--- src/rtl/book_feed_arbiter.sv ---
// rtl/book_feed_arbiter.sv - round-robin arbiter sharing the order_book market-data write port
// Optional feature macro BOOK_FEED_BURST_LOCK_EN: a winner keeps priority for up to BURST_MAX grants.
module book_feed_arbiter #(
    parameter int NUM_SRC    = 4,
    parameter int DATA_W     = 32,
    parameter int GAP_CYCLES = 1,
    parameter int BURST_MAX  = 4
) (
    input  logic                          clk,
    input  logic                          reset,
    input  logic [NUM_SRC*DATA_W-1:0]     src_data,
    input  logic [NUM_SRC-1:0]            src_valid,
    output logic [NUM_SRC-1:0]            src_ready,
    input  logic                          book_hold,
    output logic [DATA_W-1:0]             md_data,
    output logic                          md_valid,
    output logic [$clog2(NUM_SRC)-1:0]    md_src,
    output logic [15:0]                   xfer_count
);

    localparam int SRC_W = $clog2(NUM_SRC);
    localparam int GAP_W = (GAP_CYCLES > 1) ? $clog2(GAP_CYCLES + 1) : 1;

    if (NUM_SRC < 2 || NUM_SRC > 8 || BURST_MAX < 1) begin : g_bad_param
        $error("book_feed_arbiter: NUM_SRC must be 2..8 and BURST_MAX at least 1");
    end

    typedef enum logic {
        ST_ARB,
        ST_GAP
    } state_t;

    state_t              state_q, state_d;
    logic [SRC_W-1:0]    rr_ptr_q, rr_ptr_d;
    logic [GAP_W-1:0]    gap_cnt_q, gap_cnt_d;
    logic [DATA_W-1:0]   md_data_q, md_data_d;
    logic                md_valid_q, md_valid_d;
    logic [SRC_W-1:0]    md_src_q, md_src_d;
    logic [15:0]         xfer_count_q, xfer_count_d;
    logic [SRC_W-1:0]    win_idx;
    logic                win_found;
    logic                xfer;

`ifdef BOOK_FEED_BURST_LOCK_EN
    localparam int BURST_W = $clog2(BURST_MAX + 1);
    logic [BURST_W-1:0]  burst_cnt_q, burst_cnt_d;
    logic [BURST_W-1:0]  base_cnt;
`endif

    function automatic logic [SRC_W-1:0] next_idx(input logic [SRC_W-1:0] i);
        if (int'(i) == NUM_SRC - 1) return '0;
        return i + 1'b1;
    endfunction

    // Scan from the far end back towards rr_ptr so the last hit is the highest-priority requester.
    always_comb begin : p_winner
        int cand;
        win_idx   = '0;
        win_found = 1'b0;
        cand      = 0;
        for (int off = NUM_SRC - 1; off >= 0; off--) begin
            cand = (int'(rr_ptr_q) + off) % NUM_SRC;
            if (src_valid[cand[SRC_W-1:0]]) begin
                win_idx   = cand[SRC_W-1:0];
                win_found = 1'b1;
            end
        end
    end

    always_comb begin
        src_ready = '0;
        if (!reset && state_q == ST_ARB && win_found && !book_hold) begin
            src_ready[win_idx] = 1'b1;
        end
    end

    assign xfer = (src_ready & src_valid) != '0;

    always_comb begin
        state_d      = state_q;
        rr_ptr_d     = rr_ptr_q;
        gap_cnt_d    = gap_cnt_q;
        md_data_d    = md_data_q;
        md_valid_d   = 1'b0;
        md_src_d     = md_src_q;
        xfer_count_d = xfer_count_q;
`ifdef BOOK_FEED_BURST_LOCK_EN
        burst_cnt_d  = burst_cnt_q;
        base_cnt     = (win_idx == rr_ptr_q) ? burst_cnt_q : '0;
`endif
        case (state_q)
            ST_ARB: begin
                if (xfer) begin
                    md_valid_d   = 1'b1;
                    md_data_d    = src_data[win_idx*DATA_W +: DATA_W];
                    md_src_d     = win_idx;
                    xfer_count_d = xfer_count_q + 16'd1;
`ifdef BOOK_FEED_BURST_LOCK_EN
                    if (int'(base_cnt) + 1 >= BURST_MAX) begin
                        rr_ptr_d    = next_idx(win_idx);
                        burst_cnt_d = '0;
                    end else begin
                        rr_ptr_d    = win_idx;
                        burst_cnt_d = base_cnt + 1'b1;
                    end
`else
                    rr_ptr_d     = next_idx(win_idx);
`endif
                    if (GAP_CYCLES > 0) begin
                        state_d   = ST_GAP;
                        gap_cnt_d = GAP_W'(GAP_CYCLES);
                    end
                end
`ifdef BOOK_FEED_BURST_LOCK_EN
                // A locked owner that has gone idle gives up its priority.
                else if (burst_cnt_q != '0 && !src_valid[rr_ptr_q]) begin
                    rr_ptr_d    = next_idx(rr_ptr_q);
                    burst_cnt_d = '0;
                end
`endif
            end
            ST_GAP: begin
                gap_cnt_d = gap_cnt_q - 1'b1;
                if (gap_cnt_q <= GAP_W'(1)) begin
                    state_d = ST_ARB;
                end
            end
            default: state_d = ST_ARB;
        endcase
    end

    always_ff @(posedge clk or posedge reset) begin
        if (reset) begin
            state_q      <= ST_ARB;
            rr_ptr_q     <= '0;
            gap_cnt_q    <= '0;
            md_data_q    <= '0;
            md_valid_q   <= 1'b0;
            md_src_q     <= '0;
            xfer_count_q <= '0;
`ifdef BOOK_FEED_BURST_LOCK_EN
            burst_cnt_q  <= '0;
`endif
        end else begin
            state_q      <= state_d;
            rr_ptr_q     <= rr_ptr_d;
            gap_cnt_q    <= gap_cnt_d;
            md_data_q    <= md_data_d;
            md_valid_q   <= md_valid_d;
            md_src_q     <= md_src_d;
            xfer_count_q <= xfer_count_d;
`ifdef BOOK_FEED_BURST_LOCK_EN
            burst_cnt_q  <= burst_cnt_d;
`endif
        end
    end

    assign md_data    = md_data_q;
    assign md_valid   = md_valid_q;
    assign md_src     = md_src_q;
    assign xfer_count = xfer_count_q;

endmodule

--- config.mk ---
export PLATFORM = sky130hd
export DESIGN_NAME = book_feed_arbiter
export DESIGN_NICKNAME = d
export VERILOG_FILES = /design/src/rtl/book_feed_arbiter.sv
export SDC_FILE = /design/constraint.sdc
export NUM_CORES = 1
export LEC_CHECK = 0
export BUFFER_PORTS_ARGS = -buffer_cell sky130_fd_sc_hd__buf_4
export CORE_MARGIN = 4
export CORE_UTILIZATION = 39
export DETAILED_ROUTE_END_ITERATION = 6
export PLACE_DENSITY = 0.71
export SLEW_MARGIN = 5
export SYNTH_ARGS = -nofsm -noshare
export SYNTH_HDL_FRONTEND = slang
export SYNTH_SLANG_ARGS = --single-unit
export TNS_END_PERCENT = 100
--- constraint.sdc ---
create_clock -name clk -period 5.9 [get_ports clk]
set_input_delay 0.885 -clock clk [delete_from_list [all_inputs] [get_ports clk]]
set_output_delay 0.885 -clock clk [all_outputs]
set_load 0.05 [all_outputs]
# Word level (Yosys, flattened, before mapping)
# Cells that the tools add are included.
# word_totals
register_bits	55
latchBits	0
ram_bits	0
mem_bits_ro	0
input_bits	135
out_inout_bits	55
elab_cells	63
n_memories	0
# op_classes
add_sub_neg	6
multipliers	0
n_div	0
n_lt_le_gt_ge	7
eq_ne	2
shifts	1
muxes	30
bitwise	2
reduce_logical	8
# ops
cell	n
$shiftx 128x8->32	1
$add 16x1->16 const B	1
$mux 1	16
$lt 2x3->1 const B	5
$mux 2	6
$bmux 1 s2	4
$add 2x1->2 const B	2
$add 2x2->2 const B	2
$and 4x4->4	1
$logic_and 1x1->1	4
$mux 4	1
$pmux 1 s2	2
$reduce_bool 4->1	1
$demux 1 s2	1
$eq 2x1->1 const B	1
$ge 2x1->1 const B	1
$logic_not 1->1	2
$ne 2x2->1 const B	1
$reduce_and 2->1	1
$le 1x1->1 const B	1
$not 1->1	1
$sub 1x1->1 const B	1

# Depth between registers and ports, before layout
# depth
ltp_word	17
depth_mapped	13

# Worst setup path after synthesis
# OpenSTA, ideal clock, no wires.
# synth_timing
path_type	input to output
start	in src_valid[2]
end	out src_ready[1]
t_arrival_ns	3.240
required_time_ns	5.015
path_slack_ns	1.775
path_stages	7
n_path_buf	3
cell_sequence	nor2b_1 > or4b_4 > and2_1 > clkbuf_1 > buf_6 > buf_2 > nor3_1
# synth_via
elab_chain_len	11
word_cells_on_any_way	24
# synth_rtl
item	line	source
start, declared	12	input logic [NUM_SRC-1:0] src_valid,
$bmux 1 s2	63	if (src_valid[cand[SRC_W-1:0]]) begin
$mux 1 (implied by the code)	63	
$mux 2 (4 in a row)	63	
$lt 2x3->1 (implied by the code) / $ge 2x1->1 (equally long branches)	73	src_ready[win_idx] = 1'b1;
$logic_and 1x1->1 (implied by the code)	73	
$mux 1 (implied by the code)	73	
$demux 1 s2	73	
$mux 4 *	72	if (!reset && state_q == ST_ARB && win_found && !book_hold) begin
end, declared	13	output logic [NUM_SRC-1:0] src_ready,
# Mark *: on every way between the ends. The rest lies on a longest branch, timed or not. The select of a mux whose other input is x is not followed.

# Worst setup path after layout
# layout_timing
start	in src_valid[2]
end	reg xfer_count_q[12], in the netlist xfer_count[12]
# layout_via
elab_chain_len	14
word_cells_on_any_way	27
# layout_rtl
item	line	source
$bmux 1 s2	63	
$mux 1 (implied by the code)	63	
$mux 2 (4 in a row)	63	
$lt 2x3->1 (implied by the code) / $ge 2x1->1 (equally long branches)	73	
$logic_and 1x1->1 (implied by the code)	73	
$mux 1 (implied by the code)	73	
$demux 1 s2	73	
$mux 4	72	
$and 4x4->4 *	77	assign xfer = (src_ready & src_valid) != '0;
$reduce_bool 4->1 *	77	
$reduce_and 2->1 (no source line) *	n/a	
end signal, assigned	151	xfer_count_q <= xfer_count_d;
end, declared	39	logic [15:0] xfer_count_q, xfer_count_d;
# Marks and branches as above.
# A chain may end at the register's enable or synchronous reset.

==> run_results.csv <==
group,metric,value,unit
global_routing,antenna_found_initial,0,
global_routing,gr-usage-all-layers,20.0,%
setup_path,path_class,"input port to register",
worst_hold_path,worstHoldEndpoint,"xfer_count[11]",
finish,diodes,0,
route,avgRoutedWirePerCell,16.9,um
route,drt_iter0_drc,98,
setup_path,r2r_cells,9,
setup_path,path_cells,"buf_4, nor2b_1, or4b_4, and2_4, ha_1, a22oi_1, and3_1, buf_4, nor4b_1, xor2_1",
clocking,clock_path_buffers,2,
yosys,yosysSeqAreaShare,42.9,%
clocking,htreeDepth,2,
setup_path,cp_top_family,"simple AND/OR/NAND/NOR gates",
placed_design,port_buffers,189,
finish,final_nets,601,
finish,drive_gt1_share,46.1,%
timing,setup_violations,0,
route,avgViaCountPerCell,5.30,
route,ant_nets,0,
job,maxCapViolCount,0,
placed_design,gp_congestion,0.862,
yosys,async_reset_ff_share,100,%
worst_hold_path,min-delay-start,"xfer_count[11]",
timing,worst_pin_slew,1.14,ns
global_routing,overflow,0,
setup_path,regToRegStartpoint,"rr_ptr_q[0]",
power,pwr-share-comb,60.5,%
setup_path,reg2reg_to,"xfer_count[12]",
timing,rsz0062_at_grt,"false",
setup_path,critPathMaxFanout,70,
clocking,clock_sinks,53,
clocking,hold_buffers,0,
die,num_rows,32,
yosys,synth_commonest_cells,"mux2i_1 (64), dfrtp_1 (53), o21ai_0 (35)",
die,coreArea,7730,sq um
setup_path,arrival,4.18,ns
setup_path,rrSetupSlack,2.28,ns
status,run_status,"finished, final reports clean",
global_routing,grt_pass1_wl,15700,um
timing,finalClockSkew,0.0107,ns
placed_design,dp_hpwl,7370,um
yosys,ys.flop_type,"dfrtp_1",
clocking,path_clk_slew,0.10,ns
yosys,yosys.area.top_type_share,42.9,%
setup_path,max_stage_delay,0.68,ns
power,ir_worst_vdd,361,uV
timing,fin_crit,4.01,ns
route,drt_wl_total,9590,um
setup_path,worst_setup_path_end_kind,"register",
die,die_h,97.0,um
yosys,synth.distinct_cells,31,
clocking,cts_tree,"done",
global_routing,grt_max_degree,71,
timing,finalHoldViolCount,0,
die,initial_core_util,40.0,%
route,firstDrtPassIters,4,
worst_hold_path,hold_class,"register to register",
die,die-area,9420,sq um
yosys,synth_edf_count,0,
power,internal_power,1.14,mW
yosys,yosys.area.top_type,"dfrtp_1",
timing,fin_crit_sh,68.0,%
yosys,synth-seq-cells,53,
setup_path,crit_path_start_kind,"input port",
power,switching_share,48.6,%
setup_path,cp_common_cell,"buf_4",
worst_hold_path,whs_path_depth,1,
finish,fillers,654,
timing,max_slew_margin,24.2,%
yosys,synth_area_leaders,"dfrtp_1 (43%), mux2i_1 (21%), o221ai_1 (9.1%)",
die,io_pins,190,
yosys,synth_area_per_cell,10.8,sq um
yosys,synth_area,3090,sq um
finish,area.growth.synth_to_final,52.2,%
route,drc,0,
clocking,cts-buffers-inserted,5,
die,die_x,97.0,um
timing,slew_violations,0,
route,routed-via-count,3002,
timing,final.setup.tns,0,ns
power,p_leak,2.47,nW
clocking,cts_root_buffer,"clkbuf_8",
yosys,yosysMostFrequentCell,"mux2i_1",
timing,fmax,0.249,GHz
power,p_per_area,470,nW/um^2
clocking,post_cts_buffers,0,
yosys,synth_cells,286,
power,p_seq_share,26.6,%
setup_path,critical_path_required,6.07,ns
yosys,yosys_warnings,0,
yosys,synth_fp_nets,424,
power,clock_power_share,12.9,%
clocking,worst_skew_pair.late_latency,0.31,ns
global_routing,grt_pass1_vias,3132,
finish,seqCellArea,1330,sq um
clocking,cts-resized-gates,0,
setup_path,critPathBufInv,2,
power,p_sw,1.08,mW
finish,multi_input_area,1650,sq um
setup_path,cpMaxStageDelayCell,"and3_1",
power,power,2.21,mW
==> routing by layer <==
layer  track usage (%)  part of all wire (%)  up-vias
met5                 0                     0        -
met4              5.29                   1.6        0
met3              5.70                   8.1       13
met2              35.5                    50      135
met1              23.6                    40     1396
li1                  -                     -     1458
==> placed cells by master, fill, tap and decap left out, types with 2 or more instances in the layout <==
cell       synthesis  routed
nor4_1             2       2
dfrtp_1           53      53
buf_4              0     194
nand4_1            5       5
mux2_2             2       2
clkbuf_8           0       5
nor2_1             6       6
nand2_1            3       3
ha_1               3       3
or4b_4             2       2
xor2_1             8       8
o221ai_1          32      32
nor3_1             5       5
mux2i_1           64      64
inv_2              1       2
and3_1             3       3
nand3_1           11      11
nor2b_1            4       4
nor4_2             4       4
o21ai_0           35      35
or4_1              2       2
xnor2_1            6       6
and2_1             3       2
bufinv_16          0       2
==> logic make-up (layout without fill, tap and decap cells) <==
kind of cell,Yosys count,after routing,synth area share [%]
compound gates,71,71,15.7
xor+xnor,15,15,4.49
fa+ha+maj,3,3,1.21
buf+inv,27,205,3.84
flops,53,53,42.9
mux,66,66,21.4
simple gates,51,51,10.4
==> worst register-to-register path, cell delays in order, from the launching register on <==
cell and delay, ns:
dfrtp_1 0.38, nor2b_1 0.07, or4b_4 0.54, and2_4 0.47
ha_1 0.39, a22oi_1 0.31, and3_1 0.68, buf_4 0.39
nor4b_1 0.11, xor2_1 0.16
==> how the worst max path moves through the flow <==
stage | startpoint | endpoint | cells past startpoint
2_1_floorplan | src_valid[2] | src_ready[1] | 7
3_3_place_gp | src_valid[2] | xfer_count[12] | 10
3_5_place_dp | src_valid[2] | md_data[25] | 10
4_1_cts | src_valid[2] | md_data[29] | 10
5_1_grt | src_valid[0] | md_data[29] | 10
6_report | src_valid[2] | xfer_count[12] | 10
==> sequential cells by signal, indices dropped and copies added, names as in the netlist <==
name / cells
md_src: 2
md_valid: 1
xfer_count: 16
rr_ptr_q: 2
md_data: 32
==> area by class of cell <==
type,instances,share of cell area [%]
Clock buffer,5,1.46
Clock inverter,3,1.38
Inverter,3,0.239
Multi-Input combinational cell,206,35.1
Sequential cell,53,28.2
Tap cell,102,2.71
Timing Repair Buffer,194,31.0
==> power groups by stage <==
stage                     Clock [mW]  Combinational (mW)  Sequential, mW
after floorplan                    0               0.510            1.02
after global placement             0                1.33           0.591
after detailed placement           0                1.35           0.593
after CTS                      0.290                1.35           0.589
after global routing           0.308                1.42           0.606
final                          0.285                1.34           0.588
==> through the flow <==
step | cell area, sq um | hold WS (ns) | setup WS, ns | instances | utilization [%]
after CTS | 4700 | 0.497 | 1.86 | 566 | 60.9
after global placement | 4570 | 0.495 | 1.62 | 558 | 59.1
after global routing | 4700 | 0.513 | 1.60 | 566 | 60.9
after detailed placement | 4570 | 0.479 | 1.53 | 558 | 59.1
final | 4700 | 0.495 | 1.89 | 566 | 60.9
after floorplan | 3090 | 0.484 | 1.78 | 286 | -
Power figures use the tool's default switching activity.
